### src/rtl/res_station_if.sv
// Reservation-station bus: dispatch, four scheduler read ports, two issue ports,
// retire broadcast and flush. master = rename/scheduler side, slave = station.
interface res_station_if #(
  parameter int RS_DEPTH = 16,
  parameter int CELL_W   = 95,
  parameter int ROB_W    = 6,
  parameter int DATA_W   = 32
);
  localparam int AW = $clog2(RS_DEPTH);
  localparam int OW = AW + 1;

  logic              flush;
  logic              disp_en;
  logic [CELL_W-1:0] disp_cell;
  logic              disp_ready;
  logic              full;
  logic [OW-1:0]     occupancy;
  logic [AW-1:0]     rd1_addr, rd2_addr, rd3_addr, rd4_addr;
  logic [CELL_W-1:0] rd1_cell, rd2_cell, rd3_cell, rd4_cell;
  logic              issue1_en, issue2_en;
  logic [AW-1:0]     issue1_addr, issue2_addr;
  logic              retire_en;
  logic [ROB_W-1:0]  retire_rob_addr;
  logic [DATA_W-1:0] retire_value;

  modport master (
    output flush, disp_en, disp_cell,
    output rd1_addr, rd2_addr, rd3_addr, rd4_addr,
    output issue1_en, issue2_en, issue1_addr, issue2_addr,
    output retire_en, retire_rob_addr, retire_value,
    input  disp_ready, full, occupancy,
    input  rd1_cell, rd2_cell, rd3_cell, rd4_cell
  );

  modport slave (
    input  flush, disp_en, disp_cell,
    input  rd1_addr, rd2_addr, rd3_addr, rd4_addr,
    input  issue1_en, issue2_en, issue1_addr, issue2_addr,
    input  retire_en, retire_rob_addr, retire_value,
    output disp_ready, full, occupancy,
    output rd1_cell, rd2_cell, rd3_cell, rd4_cell
  );
endinterface

### src/rtl/res_station.sv
// Reservation station: lowest-free-slot dispatch, retire wakeup, dual issue, 4 async reads.
// Optional macro QU_RS_DISPATCH_BYPASS_EN applies the wakeup compare to the cell being dispatched.
module res_station #(
  parameter int RS_DEPTH = 16
) (
  input  logic         clk,
  input  logic         rst,
  res_station_if.slave rs_if
);
  localparam int AW = $clog2(RS_DEPTH);
  localparam int OW = AW + 1;

  typedef logic [AW-1:0] res_st_addr_t;
  typedef logic [5:0]    rob_addr_t;
  typedef logic [31:0]   phy_rf_data_t;

  typedef struct packed {
    logic [15:0]  ctrl;
    phy_rf_data_t rs2_value;
    rob_addr_t    rs2_tag;
    logic         rs2_ready;
    phy_rf_data_t rs1_value;
    rob_addr_t    rs1_tag;
    logic         rs1_ready;
    logic         valid;
  } res_st_cell_t;

  function automatic res_st_cell_t wake(input res_st_cell_t c, input logic en,
                                        input rob_addr_t tag, input phy_rf_data_t val);
    res_st_cell_t r;
    r = c;
    if (en && !c.rs1_ready && c.rs1_tag == tag) begin
      r.rs1_ready = 1'b1;
      r.rs1_value = val;
    end
    if (en && !c.rs2_ready && c.rs2_tag == tag) begin
      r.rs2_ready = 1'b1;
      r.rs2_value = val;
    end
    return r;
  endfunction

  res_st_cell_t        w_cells [RS_DEPTH];
  res_st_cell_t        w_disp_cell;
  res_st_cell_t        w_disp_store;
  logic                w_disp_acc;
  res_st_addr_t        w_free_idx;
  logic [RS_DEPTH-1:0] w_hit;
  logic [RS_DEPTH-1:0] w_freed;
  logic [OW-1:0]       w_nfreed;
  logic [OW-1:0]       w_occ_next;
  logic [OW-1:0]       r_occ;
  logic                r_full;

  always_comb begin
    w_disp_cell       = res_st_cell_t'(rs_if.disp_cell);
    w_disp_cell.valid = 1'b1;
  end

`ifdef QU_RS_DISPATCH_BYPASS_EN
  assign w_disp_store = wake(w_disp_cell, rs_if.retire_en, rs_if.retire_rob_addr, rs_if.retire_value);
`else
  assign w_disp_store = w_disp_cell;
`endif

  // Registered valid bits only: a slot freed this cycle is not a dispatch target until next cycle.
  always_comb begin
    w_free_idx = '0;
    for (int i = RS_DEPTH - 1; i >= 0; i--) begin
      if (!w_cells[i].valid) w_free_idx = res_st_addr_t'(i);
    end
  end

  assign w_disp_acc = rs_if.disp_en && !r_full && rs_if.disp_cell[0];

  for (genvar gi = 0; gi < RS_DEPTH; gi++) begin : g_ent
    localparam res_st_addr_t IDX = res_st_addr_t'(gi);
    res_st_cell_t r_cell;

    assign w_hit[gi]   = (rs_if.issue1_en && rs_if.issue1_addr == IDX) ||
                         (rs_if.issue2_en && rs_if.issue2_addr == IDX);
    assign w_freed[gi] = w_hit[gi] && r_cell.valid;
    assign w_cells[gi] = r_cell;

    always_ff @(posedge clk) begin
      if (rst || rs_if.flush) begin
        r_cell <= '0;
      end else if (w_disp_acc && w_free_idx == IDX) begin
        r_cell <= w_disp_store;
      end else if (w_freed[gi]) begin
        r_cell.valid <= 1'b0;
      end else if (r_cell.valid) begin
        r_cell <= wake(r_cell, rs_if.retire_en, rs_if.retire_rob_addr, rs_if.retire_value);
      end
    end
  end

  always_comb begin
    w_nfreed = '0;
    for (int i = 0; i < RS_DEPTH; i++) begin
      w_nfreed = w_nfreed + OW'(w_freed[i]);
    end
    w_occ_next = r_occ + OW'(w_disp_acc) - w_nfreed;
  end

  always_ff @(posedge clk) begin
    if (rst || rs_if.flush) begin
      r_occ  <= '0;
      r_full <= 1'b0;
    end else begin
      assert ((r_occ + OW'(w_disp_acc)) >= w_nfreed);
      r_occ  <= w_occ_next;
      r_full <= (w_occ_next == OW'(RS_DEPTH));
    end
  end

  assign rs_if.occupancy  = r_occ;
  assign rs_if.full       = r_full;
  assign rs_if.disp_ready = !r_full;
  assign rs_if.rd1_cell   = w_cells[rs_if.rd1_addr];
  assign rs_if.rd2_cell   = w_cells[rs_if.rd2_addr];
  assign rs_if.rd3_cell   = w_cells[rs_if.rd3_addr];
  assign rs_if.rd4_cell   = w_cells[rs_if.rd4_addr];
endmodule
### src/flat_wrapper.sv
// flat-port wrapper written by rule: the top's interface ports become plain ports
module res_station_flat 
#(
  parameter int RS_DEPTH = 16
)
  (clk, rst, rs_if_flush, rs_if_disp_en, rs_if_disp_cell, rs_if_rd1_addr, rs_if_rd2_addr, rs_if_rd3_addr, rs_if_rd4_addr, rs_if_issue1_en, rs_if_issue2_en, rs_if_issue1_addr, rs_if_issue2_addr, rs_if_retire_en, rs_if_retire_rob_addr, rs_if_retire_value, rs_if_disp_ready, rs_if_full, rs_if_occupancy, rs_if_rd1_cell, rs_if_rd2_cell, rs_if_rd3_cell, rs_if_rd4_cell);
  res_station_if #(.RS_DEPTH(RS_DEPTH)) rs_if_i ();
  input  logic clk;
  input  logic rst;
  input wire logic [$bits(rs_if_i.flush)-1:0] rs_if_flush;
  input wire logic [$bits(rs_if_i.disp_en)-1:0] rs_if_disp_en;
  input wire logic [$bits(rs_if_i.disp_cell)-1:0] rs_if_disp_cell;
  input wire logic [$bits(rs_if_i.rd1_addr)-1:0] rs_if_rd1_addr;
  input wire logic [$bits(rs_if_i.rd2_addr)-1:0] rs_if_rd2_addr;
  input wire logic [$bits(rs_if_i.rd3_addr)-1:0] rs_if_rd3_addr;
  input wire logic [$bits(rs_if_i.rd4_addr)-1:0] rs_if_rd4_addr;
  input wire logic [$bits(rs_if_i.issue1_en)-1:0] rs_if_issue1_en;
  input wire logic [$bits(rs_if_i.issue2_en)-1:0] rs_if_issue2_en;
  input wire logic [$bits(rs_if_i.issue1_addr)-1:0] rs_if_issue1_addr;
  input wire logic [$bits(rs_if_i.issue2_addr)-1:0] rs_if_issue2_addr;
  input wire logic [$bits(rs_if_i.retire_en)-1:0] rs_if_retire_en;
  input wire logic [$bits(rs_if_i.retire_rob_addr)-1:0] rs_if_retire_rob_addr;
  input wire logic [$bits(rs_if_i.retire_value)-1:0] rs_if_retire_value;
  output wire logic [$bits(rs_if_i.disp_ready)-1:0] rs_if_disp_ready;
  output wire logic [$bits(rs_if_i.full)-1:0] rs_if_full;
  output wire logic [$bits(rs_if_i.occupancy)-1:0] rs_if_occupancy;
  output wire logic [$bits(rs_if_i.rd1_cell)-1:0] rs_if_rd1_cell;
  output wire logic [$bits(rs_if_i.rd2_cell)-1:0] rs_if_rd2_cell;
  output wire logic [$bits(rs_if_i.rd3_cell)-1:0] rs_if_rd3_cell;
  output wire logic [$bits(rs_if_i.rd4_cell)-1:0] rs_if_rd4_cell;
  assign rs_if_i.flush = rs_if_flush;
  assign rs_if_i.disp_en = rs_if_disp_en;
  assign rs_if_i.disp_cell = rs_if_disp_cell;
  assign rs_if_i.rd1_addr = rs_if_rd1_addr;
  assign rs_if_i.rd2_addr = rs_if_rd2_addr;
  assign rs_if_i.rd3_addr = rs_if_rd3_addr;
  assign rs_if_i.rd4_addr = rs_if_rd4_addr;
  assign rs_if_i.issue1_en = rs_if_issue1_en;
  assign rs_if_i.issue2_en = rs_if_issue2_en;
  assign rs_if_i.issue1_addr = rs_if_issue1_addr;
  assign rs_if_i.issue2_addr = rs_if_issue2_addr;
  assign rs_if_i.retire_en = rs_if_retire_en;
  assign rs_if_i.retire_rob_addr = rs_if_retire_rob_addr;
  assign rs_if_i.retire_value = rs_if_retire_value;
  assign rs_if_disp_ready = rs_if_i.disp_ready;
  assign rs_if_full = rs_if_i.full;
  assign rs_if_occupancy = rs_if_i.occupancy;
  assign rs_if_rd1_cell = rs_if_i.rd1_cell;
  assign rs_if_rd2_cell = rs_if_i.rd2_cell;
  assign rs_if_rd3_cell = rs_if_i.rd3_cell;
  assign rs_if_rd4_cell = rs_if_i.rd4_cell;
  res_station #(.RS_DEPTH(RS_DEPTH)) u_core (.clk(clk), .rst(rst), .rs_if(rs_if_i));
endmodule
### config.mk
export PLATFORM = sky130hd
export DESIGN_NAME = res_station_flat
export DESIGN_NICKNAME = d
export VERILOG_FILES = /design/src/rtl/res_station_if.sv /design/src/rtl/res_station.sv /design/src/flat_wrapper.sv
export SDC_FILE = /design/constraint.sdc
export NUM_CORES = 2
export LEC_CHECK = 0
export CAP_MARGIN = 40
export CORE_MARGIN = 8
export CORE_UTILIZATION = 30
export CTS_CLUSTER_DIAMETER = 200
export DETAILED_ROUTE_END_ITERATION = 7
export GPL_ROUTABILITY_DRIVEN = 0
export SYNTH_ARGS = -nofsm -noshare
export SYNTH_HDL_FRONTEND = slang
export SYNTH_SLANG_ARGS = --single-unit
### constraint.sdc
create_clock -name clk -period 13.4 [get_ports clk]
set_input_delay 2.68 -clock clk [delete_from_list [all_inputs] [get_ports clk]]
set_output_delay 2.68 -clock clk [all_outputs]
set_load 0.1 [all_outputs]
==> flow_summary.ini <==
[synthesis]
yosys_warnings = 0
async_flop_share = 0
synth_fp_nets = 9885
synth_common_cells = mux4_2, nand2_1, dfxtp_1
synthTopCellsByArea = mux4_2, dfxtp_1, nand2_1
ys_seq_area_frac = 0.286
postSynthAreaPerCell_um2 = 11.0
synthFlopType = dfxtp_1
synth_top_cell_by_area = mux4_2
synth_most_common_cell = mux4_2
syn_area_um2 = 107000
synth_edf_count = 0
synth_cells = 9693
netlist.area_leader.share = 0.401
synth_cell_types = 77
ys_ff_latch = 1526

[drt]
dr_total_vias = 102000
wire_per_inst_um = 38.9
route.final.wire_length_um = 572000
dr.pass1.iters = 8
drt-initial-drc-count = 17900
drtAntennaViolNets = 0
viasPerCell = 6.94
drc = 2

[clocking]
clkTransAtPathRegs_ns = 0.06
root_buffer = clkbuf_16
cts_inserted_buffers = 187
post_cts_resized = 0
cts.sinks = 1526
cts_tree = yes
cts_max_level = 4
cts_hold_buf = 0
cts_max_path_buffers = 4
post_cts_buffers = 0
clock_latency_ns = 0.95

[layout]
fillers = 34100
syn_to_final_growth_pct = 22.4
nets = 9966
multi_input_area_um2 = 71100
seq_area_um2 = 30600
fin_cells = 14700
drive_gt1_frac = 0.310
design_area_um2 = 131000

[critical_path]
worstPathRequired_ns = 10.72
worst_setup_path_end_kind = output pin
path_max_fanout = 61
start_kind = input pin
setup.worst_path.class = input pin to output pin
critPathArrivalTime_ns = 6.37

[floorplan]
die_h_um = 612
die_area_um2 = 375000
initial_utilization = 0.301
fp-row-count = 219
ios = 551
die_w_um = 612
floorplan.core_area_um2 = 355000

[timing]
setup_viol = 0
worstMarginPinSlew_ns = 1.30
finalCritPeriodShare = 0.675
min_period_ns = 9.05
finClkSkew_ns = 0.112
relSlewSlack = 0.132
max_freq_mhz = 111
rsz0062_at_grt = no
setup-tns-final_ns = 0
slew_viol_final = 0
report.final.hold_viol_count = 0

[status]
outcome = finished, violations left
violations = design-rule violations

[placed_design]
place_inst = 14300
port_buffers = 550
dp_hpwl_um = 349000
placed_area_um2 = 124000

[power_and_ir_drop]
p_per_area_nw_per_um2 = 85.4
power.leakage_nw = 40.6
max-vdd-ir-drop_v = 0.0000957

[hold_path]
hold_path_class = register to register

[job]
drv_cap = 0

[global_routing]
antenna_found_initial = 95
grt_first_pass_wirelength_um = 789000
grt_max_degree = 203
grt_pass1_vias = 96600
overflow = 0
grt.total_usage = 0.293
-- cell families (layout without fill, tap and decap cells) --
kind of cell,after synthesis,count (layout),share of synthesized area
XOR/XNOR,195,195,0.0160
buffers and inverters,1381,1600,0.0523
adder cells (fa/ha/maj),28,28,0.00427
AND/OR/NAND/NOR,2330,2330,0.0966
other,0,60,0
multiplexers,1903,1903,0.401
AO/OA/AOI/OAI,2330,2330,0.143
flip-flops,1526,1526,0.286
-- placed cells by master (no fill, tap or decap), drive strengths merged, types with 14 or more instances in the layout --
cell type / count
fa: 14
nor3: 66
o21ai: 107
a221oi: 41
bufinv: 19
o221a: 28
nand3b: 16
diode: 60
a32oi: 18
a21oi: 1035
o221ai: 155
ha: 14
nor2: 49
clkdlybuf4s50: 524
inv: 68
clkbuf: 264
nor4: 37
nand2: 1570
clkinv: 37
nand3: 256
a31oi: 57
and3: 91
o22ai: 96
dfxtp: 1526
and2: 51
xor2: 182
a31o: 97
o211ai: 17
a22oi: 581
mux4: 1900
nand4: 149
buf: 681
a221o: 64
-- metrics by stage --
step                      utilization  total power [W]  setup WS [ns]  hold WS (ns)
after floorplan                     -          0.00537           5.74         0.458
after global placement          0.325          0.00578           4.28         0.471
after detailed placement        0.350          0.00581           4.45         0.481
after CTS                       0.367           0.0111           4.45         0.488
after global routing            0.368           0.0113           4.23         0.509
final                           0.368           0.0111           4.35         0.486
-- worst paths after layout --
path / slack, ns / cells past startpoint / from / endpoint
worst max-delay path: 4.35 / 6 / rs_if_rd3_addr[0] / rs_if_rd3_cell[45]
worst min-delay path: 0.49 / 2 / u_core.g_ent[3].r_cell[89] / u_core.g_ent[3].r_cell[89]
worst max register to register: 7.99 / 9 / u_core.g_ent[2].r_cell[0] / u_core.g_ent[8].r_cell[62]
worst min register to register: 0.49 / 2 / u_core.g_ent[3].r_cell[89] / u_core.g_ent[3].r_cell[89]
-- area by class of cell --
| cell class | count | area share |
|---|---|---|
| Sequential cell | 1526 | 0.234 |
| Inverter | 64 | 0.00184 |
| Clock inverter | 67 | 0.00694 |
| Antenna cell | 60 | 0.00115 |
| Multi-Input combinational cell | 6786 | 0.544 |
| Clock buffer | 260 | 0.0411 |
| Timing Repair Buffer | 1209 | 0.125 |
| Tap cell | 4751 | 0.0455 |
-- layer usage --
layer	GRT usage	part of all wire
met1	0.337	0.32
met2	0.425	0.42
met3	0.114	0.15
met4	0.254	0.11
met5	0.00243	0.00078
-- critical path, stage by stage --
cell and delay [ns]:
buf_8 0.50, buf_4 0.78, mux4_2 0.59, mux4_2 0.51, clkdlybuf4s50_1 0.75, buf_16 0.32
-- sequential cells by signal, summed over array words and instances (netlist names) --
signal,cells
u_core.g_ent.r_cell,1520
u_core.rs_if.full,1
u_core.rs_if.occupancy,5
-- power by group --
group	total [W]	leakage [nW]	switching, W	internal, W
sequential	0.00456	12.3	0.0000123	0.00454
clock	0.00541	3.08	0.00225	0.00316
combinational	0.00119	25.2	0.000810	0.000378
total	0.0111	40.6	0.00307	0.00808
No activity file was read; power rests on OpenSTA's default activity.
